===== config.mk =====
export PLATFORM = sky130hd
export DESIGN_NAME = ws2812_frame_sequencer
export DESIGN_NICKNAME = d
export VERILOG_FILES = /design/src/rtl/ws2812_pkg.sv /design/src/rtl/ws2812_bit_encoder.sv /design/src/rtl/ws2812_frame_sequencer.sv
export SDC_FILE = /design/constraint.sdc
export NUM_CORES = 1
export LEC_CHECK = 0
export ABC_CLOCK_PERIOD_IN_PS = 5000
export BUFFER_PORTS_ARGS = -buffer_cell sky130_fd_sc_hd__buf_4
export CORE_UTILIZATION = 62
export DETAILED_ROUTE_END_ITERATION = 10
export GPL_ROUTABILITY_DRIVEN = 0
export PLACE_DENSITY_LB_ADDON = 0.2
export SLEW_MARGIN = 5
export SYNTH_ARGS = -nofsm -noshare
export SYNTH_HDL_FRONTEND = slang
export SYNTH_SLANG_ARGS = --single-unit

===== constraint.sdc =====
create_clock -name clk_i -period 5 [get_ports clk_i]
set_input_delay 0.5 -clock clk_i [delete_from_list [all_inputs] [get_ports clk_i]]
set_output_delay 0.5 -clock clk_i [all_outputs]
set_load 0.1 [all_outputs]

===== src/rtl/ws2812_pkg.sv =====
// Shared definitions for the WS2812 frame sequencer: FSM encoding and default timing.
// Latency: n/a (declarations only).
// Backpressure: n/a.
// Default timings assume a 60 MHz clk_i: 1.25us bit slot, 0.4us/0.8us high times, 300us latch.
package ws2812_pkg;

  typedef enum logic [1:0] {
    ST_IDLE  = 2'd0,
    ST_FETCH = 2'd1,
    ST_SHIFT = 2'd2,
    ST_LATCH = 2'd3
  } state_t;

  localparam int unsigned DEF_MAX_LEDS = 256;
  localparam int unsigned DEF_ADDR_W   = 8;
  localparam int unsigned DEF_TBIT_CYC = 75;
  localparam int unsigned DEF_T0H_CYC  = 24;
  localparam int unsigned DEF_T1H_CYC  = 48;
  localparam int unsigned DEF_TRST_CYC = 18000;

endpackage


===== src/rtl/ws2812_bit_encoder.sv =====
// Turns one data bit into a WS2812 bit slot: high for T1H/T0H cycles, then low to TBIT_CYC total.
// Latency: led_o rises the cycle after bit_stb_i; bit_done_o marks the last cycle of the slot.
// Backpressure: none; a strobe in the bit_done_o cycle starts the next slot with no gap.
// Ports: bit_stb_i/bit_i start a slot, clr_i kills the slot and drops the line, led_o is registered.
module ws2812_bit_encoder
  import ws2812_pkg::*;
#(
  parameter int unsigned TBIT_CYC = DEF_TBIT_CYC,
  parameter int unsigned T0H_CYC  = DEF_T0H_CYC,
  parameter int unsigned T1H_CYC  = DEF_T1H_CYC
) (
  input  logic clk_i,
  input  logic resetn_i,
  input  logic bit_stb_i,
  input  logic bit_i,
  input  logic clr_i,
  output logic led_o,
  output logic bit_done_o
);

  localparam int unsigned CNT_W = $clog2(TBIT_CYC);

  logic             r_active;
  logic             r_bit;
  logic             r_led;
  logic [CNT_W-1:0] r_cnt;
  logic [CNT_W-1:0] w_cnt_nxt;
  logic [CNT_W-1:0] w_hi;

  assign w_cnt_nxt  = r_cnt + 1'b1;
  assign w_hi       = r_bit ? CNT_W'(T1H_CYC) : CNT_W'(T0H_CYC);
  assign bit_done_o = r_active && (r_cnt == CNT_W'(TBIT_CYC - 1));
  assign led_o      = r_led;

  always_ff @(posedge clk_i or negedge resetn_i) begin
    if (!resetn_i) begin
      r_active <= 1'b0;
      r_bit    <= 1'b0;
      r_led    <= 1'b0;
      r_cnt    <= '0;
    end else if (clr_i) begin
      r_active <= 1'b0;
      r_led    <= 1'b0;
      r_cnt    <= '0;
    end else if (bit_stb_i) begin
      r_active <= 1'b1;
      r_bit    <= bit_i;
      r_led    <= 1'b1;
      r_cnt    <= '0;
    end else if (r_active) begin
      if (bit_done_o) begin
        r_active <= 1'b0;
        r_led    <= 1'b0;
        r_cnt    <= '0;
      end else begin
        r_cnt <= w_cnt_nxt;
        // Registered pin: decide next cycle's level from the next count value.
        r_led <= (w_cnt_nxt < w_hi);
      end
    end
  end

endmodule


===== src/rtl/ws2812_frame_sequencer.sv =====
// Sequences one WS2812 frame: fetch N GRB words from pixel RAM, shift them out MSB-first, then latch low.
// Latency: read strobe 1 cycle after start, line high 3 cycles after start; pixels back-to-back.
// Backpressure: none; start_i while busy is dropped, abort_i only acts in FETCH/SHIFT.
// Ports: start/abort/num_leds from the register block, pix_rd/addr/data to the RAM, led_ctl_o to the pin.
module ws2812_frame_sequencer
  import ws2812_pkg::*;
#(
  parameter int unsigned MAX_LEDS = DEF_MAX_LEDS,
  parameter int unsigned ADDR_W   = DEF_ADDR_W,
  parameter int unsigned TBIT_CYC = DEF_TBIT_CYC,
  parameter int unsigned T0H_CYC  = DEF_T0H_CYC,
  parameter int unsigned T1H_CYC  = DEF_T1H_CYC,
  parameter int unsigned TRST_CYC = DEF_TRST_CYC
) (
  input  logic              clk_i,
  input  logic              resetn_i,
  input  logic              start_i,
  input  logic              abort_i,
  input  logic [ADDR_W:0]   num_leds_i,
  output logic              pix_rd_o,
  output logic [ADDR_W-1:0] pix_addr_o,
  input  logic [23:0]       pix_data_i,
  output logic              led_ctl_o,
  output logic              busy_o,
  output logic              done_o
);

  localparam int unsigned     CYC_W = $clog2(TRST_CYC + 1);
  localparam logic [ADDR_W:0] MAX_N = (ADDR_W + 1)'(MAX_LEDS);

  state_t            r_state, w_state_nxt;
  logic [ADDR_W:0]   r_n;
  logic [ADDR_W:0]   r_idx;
  logic [4:0]        r_bit_idx;
  logic [23:0]       r_shift;
  logic [23:0]       r_next;
  logic              r_rd;
  logic              r_rd_q;
  logic [ADDR_W-1:0] r_addr;
  logic [CYC_W-1:0]  r_cyc;
  logic              r_busy;
  logic              r_done;

  logic w_accept, w_zero, w_load_first, w_advance, w_load_next;
  logic w_issue_rd, w_enter_latch, w_finish;
  logic w_bit_stb, w_bit_val, w_enc_clr, w_bit_done, w_led;

  ws2812_bit_encoder #(
    .TBIT_CYC (TBIT_CYC),
    .T0H_CYC  (T0H_CYC),
    .T1H_CYC  (T1H_CYC)
  ) u_enc (
    .clk_i      (clk_i),
    .resetn_i   (resetn_i),
    .bit_stb_i  (w_bit_stb),
    .bit_i      (w_bit_val),
    .clr_i      (w_enc_clr),
    .led_o      (w_led),
    .bit_done_o (w_bit_done)
  );

  always_ff @(posedge clk_i or negedge resetn_i) begin
    if (!resetn_i) r_state <= ST_IDLE;
    else           r_state <= w_state_nxt;
  end

  always_comb begin
    w_state_nxt   = r_state;
    w_accept      = 1'b0;
    w_zero        = 1'b0;
    w_load_first  = 1'b0;
    w_advance     = 1'b0;
    w_load_next   = 1'b0;
    w_issue_rd    = 1'b0;
    w_enter_latch = 1'b0;
    w_finish      = 1'b0;
    w_bit_stb     = 1'b0;
    w_bit_val     = 1'b0;
    w_enc_clr     = 1'b0;
    case (r_state)
      ST_IDLE: begin
        if (start_i) begin
          if (num_leds_i == '0) begin
            w_zero = 1'b1;
          end else begin
            w_accept    = 1'b1;
            w_state_nxt = ST_FETCH;
          end
        end
      end
      ST_FETCH: begin
        if (abort_i) begin
          w_enc_clr     = 1'b1;
          w_enter_latch = 1'b1;
          w_state_nxt   = ST_LATCH;
        end else if (r_rd_q) begin
          // RAM data is valid this cycle only: load it and launch bit 23 together.
          w_load_first = 1'b1;
          w_bit_stb    = 1'b1;
          w_bit_val    = pix_data_i[23];
          w_state_nxt  = ST_SHIFT;
        end
      end
      ST_SHIFT: begin
        if (abort_i) begin
          w_enc_clr     = 1'b1;
          w_enter_latch = 1'b1;
          w_state_nxt   = ST_LATCH;
        end else if (w_bit_done) begin
          if (r_bit_idx == 5'd0) begin
            if (r_idx == r_n - 1'b1) begin
              w_enter_latch = 1'b1;
              w_state_nxt   = ST_LATCH;
            end else begin
              w_load_next = 1'b1;
              w_bit_stb   = 1'b1;
              w_bit_val   = r_next[23];
            end
          end else begin
            w_advance = 1'b1;
            w_bit_stb = 1'b1;
            w_bit_val = r_shift[22];
            // Prefetch the following pixel while its predecessor's bit 0 is on the wire.
            if ((r_bit_idx == 5'd1) && ((r_idx + 1'b1) < r_n)) w_issue_rd = 1'b1;
          end
        end
      end
      ST_LATCH: begin
        if (r_cyc == CYC_W'(TRST_CYC - 1)) begin
          w_finish    = 1'b1;
          w_state_nxt = ST_IDLE;
        end
      end
      default: w_state_nxt = ST_IDLE;
    endcase
  end

  always_ff @(posedge clk_i or negedge resetn_i) begin
    if (!resetn_i) begin
      r_n       <= '0;
      r_idx     <= '0;
      r_bit_idx <= '0;
      r_shift   <= '0;
      r_next    <= '0;
      r_rd      <= 1'b0;
      r_rd_q    <= 1'b0;
      r_addr    <= '0;
      r_cyc     <= '0;
      r_busy    <= 1'b0;
      r_done    <= 1'b0;
    end else begin
      r_rd   <= w_accept | w_issue_rd;
      r_rd_q <= r_rd;
      r_done <= w_zero | w_finish;
      if (w_accept) begin
        r_n    <= (num_leds_i > MAX_N) ? MAX_N : num_leds_i;
        r_idx  <= '0;
        r_addr <= '0;
        r_busy <= 1'b1;
      end
      if (w_issue_rd) r_addr <= r_idx[ADDR_W-1:0] + 1'b1;
      if (r_rd_q && (r_state == ST_SHIFT)) r_next <= pix_data_i;
      if (w_load_first) begin
        r_shift   <= pix_data_i;
        r_bit_idx <= 5'd23;
      end
      if (w_advance) begin
        r_shift   <= {r_shift[22:0], 1'b0};
        r_bit_idx <= r_bit_idx - 1'b1;
      end
      if (w_load_next) begin
        r_shift   <= r_next;
        r_bit_idx <= 5'd23;
        r_idx     <= r_idx + 1'b1;
      end
      if (w_enter_latch)            r_cyc <= '0;
      else if (r_state == ST_LATCH) r_cyc <= r_cyc + 1'b1;
      if (w_finish) r_busy <= 1'b0;
    end
  end

  assign pix_rd_o   = r_rd;
  assign pix_addr_o = r_addr;
  assign led_ctl_o  = w_led;
  assign busy_o     = r_busy;
  assign done_o     = r_done;

endmodule


# --- Yosys cells after proc, flatten, opt, wreduce, memory -nomap -nowiden ---
# Cells that the tools add are included.
totals:
  ff_bits: 109
  latchBits: 0
  ram_bits: 0
  rom_bits: 0
  inputBits: 37
  out_inout_bits: 12
  n_memories: 0
classes:
  addsub: 6
  mul: 0
  div: 0
  n_lt_le_gt_ge: 3
  n_eq_ne: 14
  shift: 0
  n_mux: 81
  bitwise_logic: 3
  reduce_logical: 15
ops:
  columns: ["cell", "count"]
  rows:
  - ["$mux 23", 3]
  - ["$mux 1", 50]
  - ["$mux 15", 2]
  - ["$mux 7", 4]
  - ["$mux 9", 3]
  - ["$mux 2", 9]
  - ["$mux 8", 2]
  - ["$add 15x1->15 const B", 1]
  - ["$eq 15x15->1 const B", 1]
  - ["$mux 5", 3]
  - ["$add 9x1->9 const B", 1]
  - ["$eq 9x9->1", 1]
  - ["$gt 9x9->1 const B", 1]
  - ["$logic_not 9->1", 1]
  - ["$lt 9x9->1", 1]
  - ["$ne 3x3->1 const B", 3]
  - ["$sub 9x1->9 const B", 1]
  - ["$add 8x1->8 const B", 1]
  - ["$pmux 2 s4", 1]
  - ["$reduce_bool 2->1", 4]
  - ["$add 7x1->7 const B", 1]
  - ["$eq 7x7->1 const B", 1]
  - ["$lt 7x7->1", 1]
  - ["$reduce_and 7->1", 1]
  - ["16 further kinds", 25]

# --- Depth between registers and ports, before layout ---
logic_depth:
  ltp_word: 9
  ltp_mapped: 13
  mapped_depth_nobuf: 10

# --- Hierarchy ---
# Synthesis repeated with hierarchy kept, for this count alone.
hier_totals:
  cells_unflattened: 574
  hier_area_um2: 6035.8
modules_own_cells:
  columns: ["module", "n_inst", "cells_per_inst", "area_per_inst_um2", "seq_area_each_um2"]
  rows:
  - ["ws2812_frame_sequencer", 1, 518, 5480.3, 2477.4]
  - ["ws2812_bit_encoder", 1, 56, 555.5, 250.2]

# --- Worst setup path after synthesis ---
# Ideal clock, no wire load.
synth_timing:
  path_type: "reg2reg"
  start: "register r_n[0]"
  end: "register r_shift[10]"
  setup_time_ps: 127
  arrival_ps: 2881
  setup_slack_ps: 1992
  path_stages_with_launch: 10
  n_path_buf: 1
  synth_period_minus_slack_ps: 3008
  cell_sequence: "dfrtp_1 > inv_1 > ha_1 > or3b_4 > or3_1 > a221o_1 > o31ai_4 > buf_4 > mux2_1 > mux2_1"
synth_between:
  elab_chain_cells: 8
  word_cells_on_any_way: 9
  cone_classes: "1 x add/sub; 1 x eq/ne; 6 x mux; 1 x reduce/logical"
synth_rtl:
  columns: ["element", "line", "text"]
  rows:
  - ["start: declaration", "ws2812_frame_sequencer.sv:32", "logic [ADDR_W:0] r_n;"]
  - ["start signal: assignment", "ws2812_frame_sequencer.sv:156", "r_n <= (num_leds_i > MAX_N) ? MAX_N : num_leds_i;"]
  - ["$sub 9x1->9 (*)", "ws2812_frame_sequencer.sv:111", "if (r_idx == r_n - 1'b1) begin"]
  - ["$eq 9x9->1 (*)", "ws2812_frame_sequencer.sv:111", null]
  - ["$mux 1 (*)", "ws2812_frame_sequencer.sv:111", null]
  - ["$mux 1 (*)", "ws2812_frame_sequencer.sv:110", "if (r_bit_idx == 5'd0) begin"]
  - ["$mux 1 (*)", "ws2812_frame_sequencer.sv:109", "end else if (w_bit_done) begin"]
  - ["$mux 1 (*)", "ws2812_frame_sequencer.sv:105", "if (abort_i) begin"]
  - ["$mux 1 (*)", "ws2812_frame_sequencer.sv:80", "case (r_state)"]
  - ["$reduce_bool 3->1 (no line) or $mux 23 (tied branches)", null, null]
  - ["end signal: assignment", "ws2812_frame_sequencer.sv:164", "r_shift <= pix_data_i;"]
  - ["end signal: assignment", "ws2812_frame_sequencer.sv:168", "r_shift <= {r_shift[22:0], 1'b0};"]
  - ["end signal: assignment", "ws2812_frame_sequencer.sv:172", "r_shift <= r_next;"]
  - ["end: declaration", "ws2812_frame_sequencer.sv:35", "logic [23:0] r_shift;"]
# Every way passes the cells marked *; elsewhere a longest branch is shown, timed or not.
# A chain may end at the register's enable or synchronous reset.

# --- Final worst setup path ---
layout_timing:
  start: "register r_n[1]"
  end: "register r_shift[14]"
# Same word-level chain as after synthesis.

==> results.md <==
- Setup TNS Final: 0 ns
- Fin nets: 642
- Crit path max fanout: 42
- Cell count after synthesis: 546
- CTS H-Tree Depth: 3
- Routed vias: slightly above 4,000
- Full die area: around 10,000 sq um
- Slew HR: 0.239
- Via/cell ratio: around 5.7
- CTS buffer count: 9
- Async set or reset register ratio after synthesis: 1.00
- Worst setup path endpoint: r_shift[14]
- Flop pwr share: 0.502
- Clock Path Buffers: 2
- CTS Hold Bufs: 0
- Clk slew on worst S/H paths: 0.10 ns
- Storage cell area: around 2700 sq um
- DP Worst Slack: ~1.7 ns
- Clock sinks: 109
- Ant. Diodes: 0
- Vias in the first global route: 4,155
- Initial antenna violation count: 0
- CTS tree: done
- Io pins: 49
- R2r worst-path depth: 9
- Reg-to-Reg Start: r_n[1]
- Power Internal: 1760 uW
- Seq cells post-synth: 109
- Worst VDD drop: 0.000322 V
- Setup Crit Path Kind: reg -> reg
- Reg2reg setup slack: 1.63 ns
- Initial DRC Count: approximately 190
- CP Capture Type: flop
- Tot GR Track Use: 0.245
- Status: finished clean
- Fin cells: approximately 720
- Pin count of the biggest net entering global routing: 67
- Rows: 35
- Clock network power share: 0.187
- CORE AREA: 9330 sq um
- Worst Hold Class: in -> async
- Die Span Y: 100 um
- Initial core utilization: 0.645
- Final Power: 2690 uW
- Worst-margin pin slew: 1.14 ns
- Share of cells above drive strength 1: 0.250
- Leak Pwr: 0.00304 uW
- First-pass GRT wire length: 19,400 um
- Post-synth EDFFs: 0
- Placed cells: between 700 and 800
- Final Max Tran Viols: 0
- Power density over the cells: 407 nW/um^2
- Crit share post-route: 0.674
- Worst endpoint required time: 5.26 ns
- Final Worst Setup Slack: 1.63 ns
- ANT nets after route: 0
- Crit path launch: r_n[1]
- Clock Skew: 0.0110 ns
- DR WL/cell: around 16 um
- Total congestion overflow: 0
- Skew-Pair Late Insertion Delay: 0.37 ns
- Sw Ratio: 0.348
- Die width: 100 um
- Pre-antenna DRT Iters: 5
- Crit path arrival time: 3.63 ns
- YS warnings: 0
- Number of buffers added on ports: 48
- Postcts setup bufs: 0
- DR DRC count: 0
- Synth unique cells: 62
- Post-synthesis sequential area ratio: 0.454
- Post-synthesis average cell area: roughly 11 sq um
- Clock Tree Root: clkbuf_8
- Psw: 935 uW
- Mapped Area: about 6000 sq um
- Area growth from synthesis to layout: 9.82%
- Post-Synthesis Net Count: 604
- Resized Gates After CTS: 0
- Reg2reg end: r_shift[14]
- Layout fillers: 700
- Post-layout minimum cycle time: 3.37 ns
- Ys flop type: dfrtp_1
- Unrepaired setup endpoints after global routing: false
- Setup violators final: 0
- Max frequency: 297 MHz
- Maximum capacitance violations: 0
- Hpwl dp: between 7000 and 8000 um
- Area of the multi-input gates: 3040 sq um
- Crit start category: flop
- Comb power frac: 0.311
- Post-Route WL: between 10,000 and 15,000 um
- Hold Fails Final Rpt: 0
[worst min-delay path by stage]
stage               slack [ns]      from  depth (start not counted)            end
CTS                       0.24  resetn_i                          1  pix_addr_o[1]
finish                    0.22  resetn_i                          1      r_cyc[12]
detailed placement        0.41  pix_rd_o                          0         r_rd_q
global route              0.28  resetn_i                          1       r_idx[1]
global placement          0.41  pix_rd_o                          0         r_rd_q
floorplan                 0.20  resetn_i                          0         busy_o
[registers in the layout, indices dropped and copies added, names as in the netlist, 2 cells and up]
name         cells
r_n              9
r_idx            9
r_state          2
r_bit_idx        5
r_shift         23
r_next          24
r_cyc           15
u_enc.r_cnt      7
pix_addr_o       8
[cells in the final DEF (no fill, tap or decap), types with 21 or more instances in the layout]
cell       n
nand2_1   31
dfrtp_1  109
mux2_1    25
nand3_1   22
buf_4     51
inv_1     28
nor2_1    32
ha_1      21
mux2_2    71
o21ai_0   22
[cell usage after synthesis (10+ instances only)]
cell,instances,area (sq um)
mux2_2,71,800
mux2_1,25,282
nand2_1,31,116
nand3b_1,11,82.6
and3_1,10,62.6
o21ai_0,22,110
inv_1,28,105
xor2_1,20,175
dfrtp_1,109,2730
ha_1,21,263
nand3_1,22,110
xnor2_1,11,96.3
nor2_1,32,120
clkbuf_1,12,45.0
[worst max-delay path, cell delays in order (launching register included)]
cell and delay, ns:
dfrtp_1 0.40, inv_1 0.11, ha_1 0.18, or3b_4 0.40, or3_1 0.32, a221o_1 0.44
o31ai_4 0.23, buf_4 0.48, mux2_2 0.39, mux2_1 0.28
[per-stage QoR]
step,hold WS (ns),cell area (sq um),util
6_report,0.219,6610,0.708
5_1_grt,0.285,6610,0.708
4_1_cts,0.243,6610,0.708
3_5_place_dp,0.413,6420,0.688
3_3_place_gp,0.415,6420,0.688
2_1_floorplan,0.204,6010,-
[layout make-up]
class                   instances  area share
inverters                      28      0.0159
well taps                     129      0.0244
multi-input cells             385       0.461
clock inverters                 5     0.00644
repair buffers                 51      0.0580
flip-flops and latches        109       0.413
clock buffers                  11      0.0214
[metal layers]
metal	track usage	up-vias	routed length, um
met5	0	-	0
li1	-	2021	-
met2	0.414	71	5550
met4	0.0535	0	59
met3	0.0513	4	420
met1	0.328	2031	5380
[power groups by stage]
stage	clock [uW]	sequential (uW)	combinational, uW
final	504	1350	836
after floorplan	0	1330	646
after global placement	0	1350	799
after CTS	524	1350	842
after detailed placement	0	1360	838
after global routing	558	1390	940
[kinds of logic (layout without fill, tap and decap cells)]
| family | after synthesis | in the layout | synth area share |
|---|---|---|---|
| multiplexers | 105 | 105 | 0.195 |
| AND/OR/NAND/NOR | 154 | 154 | 0.136 |
| adder cells (fa/ha/maj) | 21 | 21 | 0.0437 |
| flip-flops | 109 | 109 | 0.454 |
| XOR/XNOR | 31 | 31 | 0.0451 |
| AO/OA/AOI/OAI | 74 | 74 | 0.0851 |
| buffers and inverters | 52 | 95 | 0.0414 |
No activity file was read; power rests on OpenSTA's default activity.
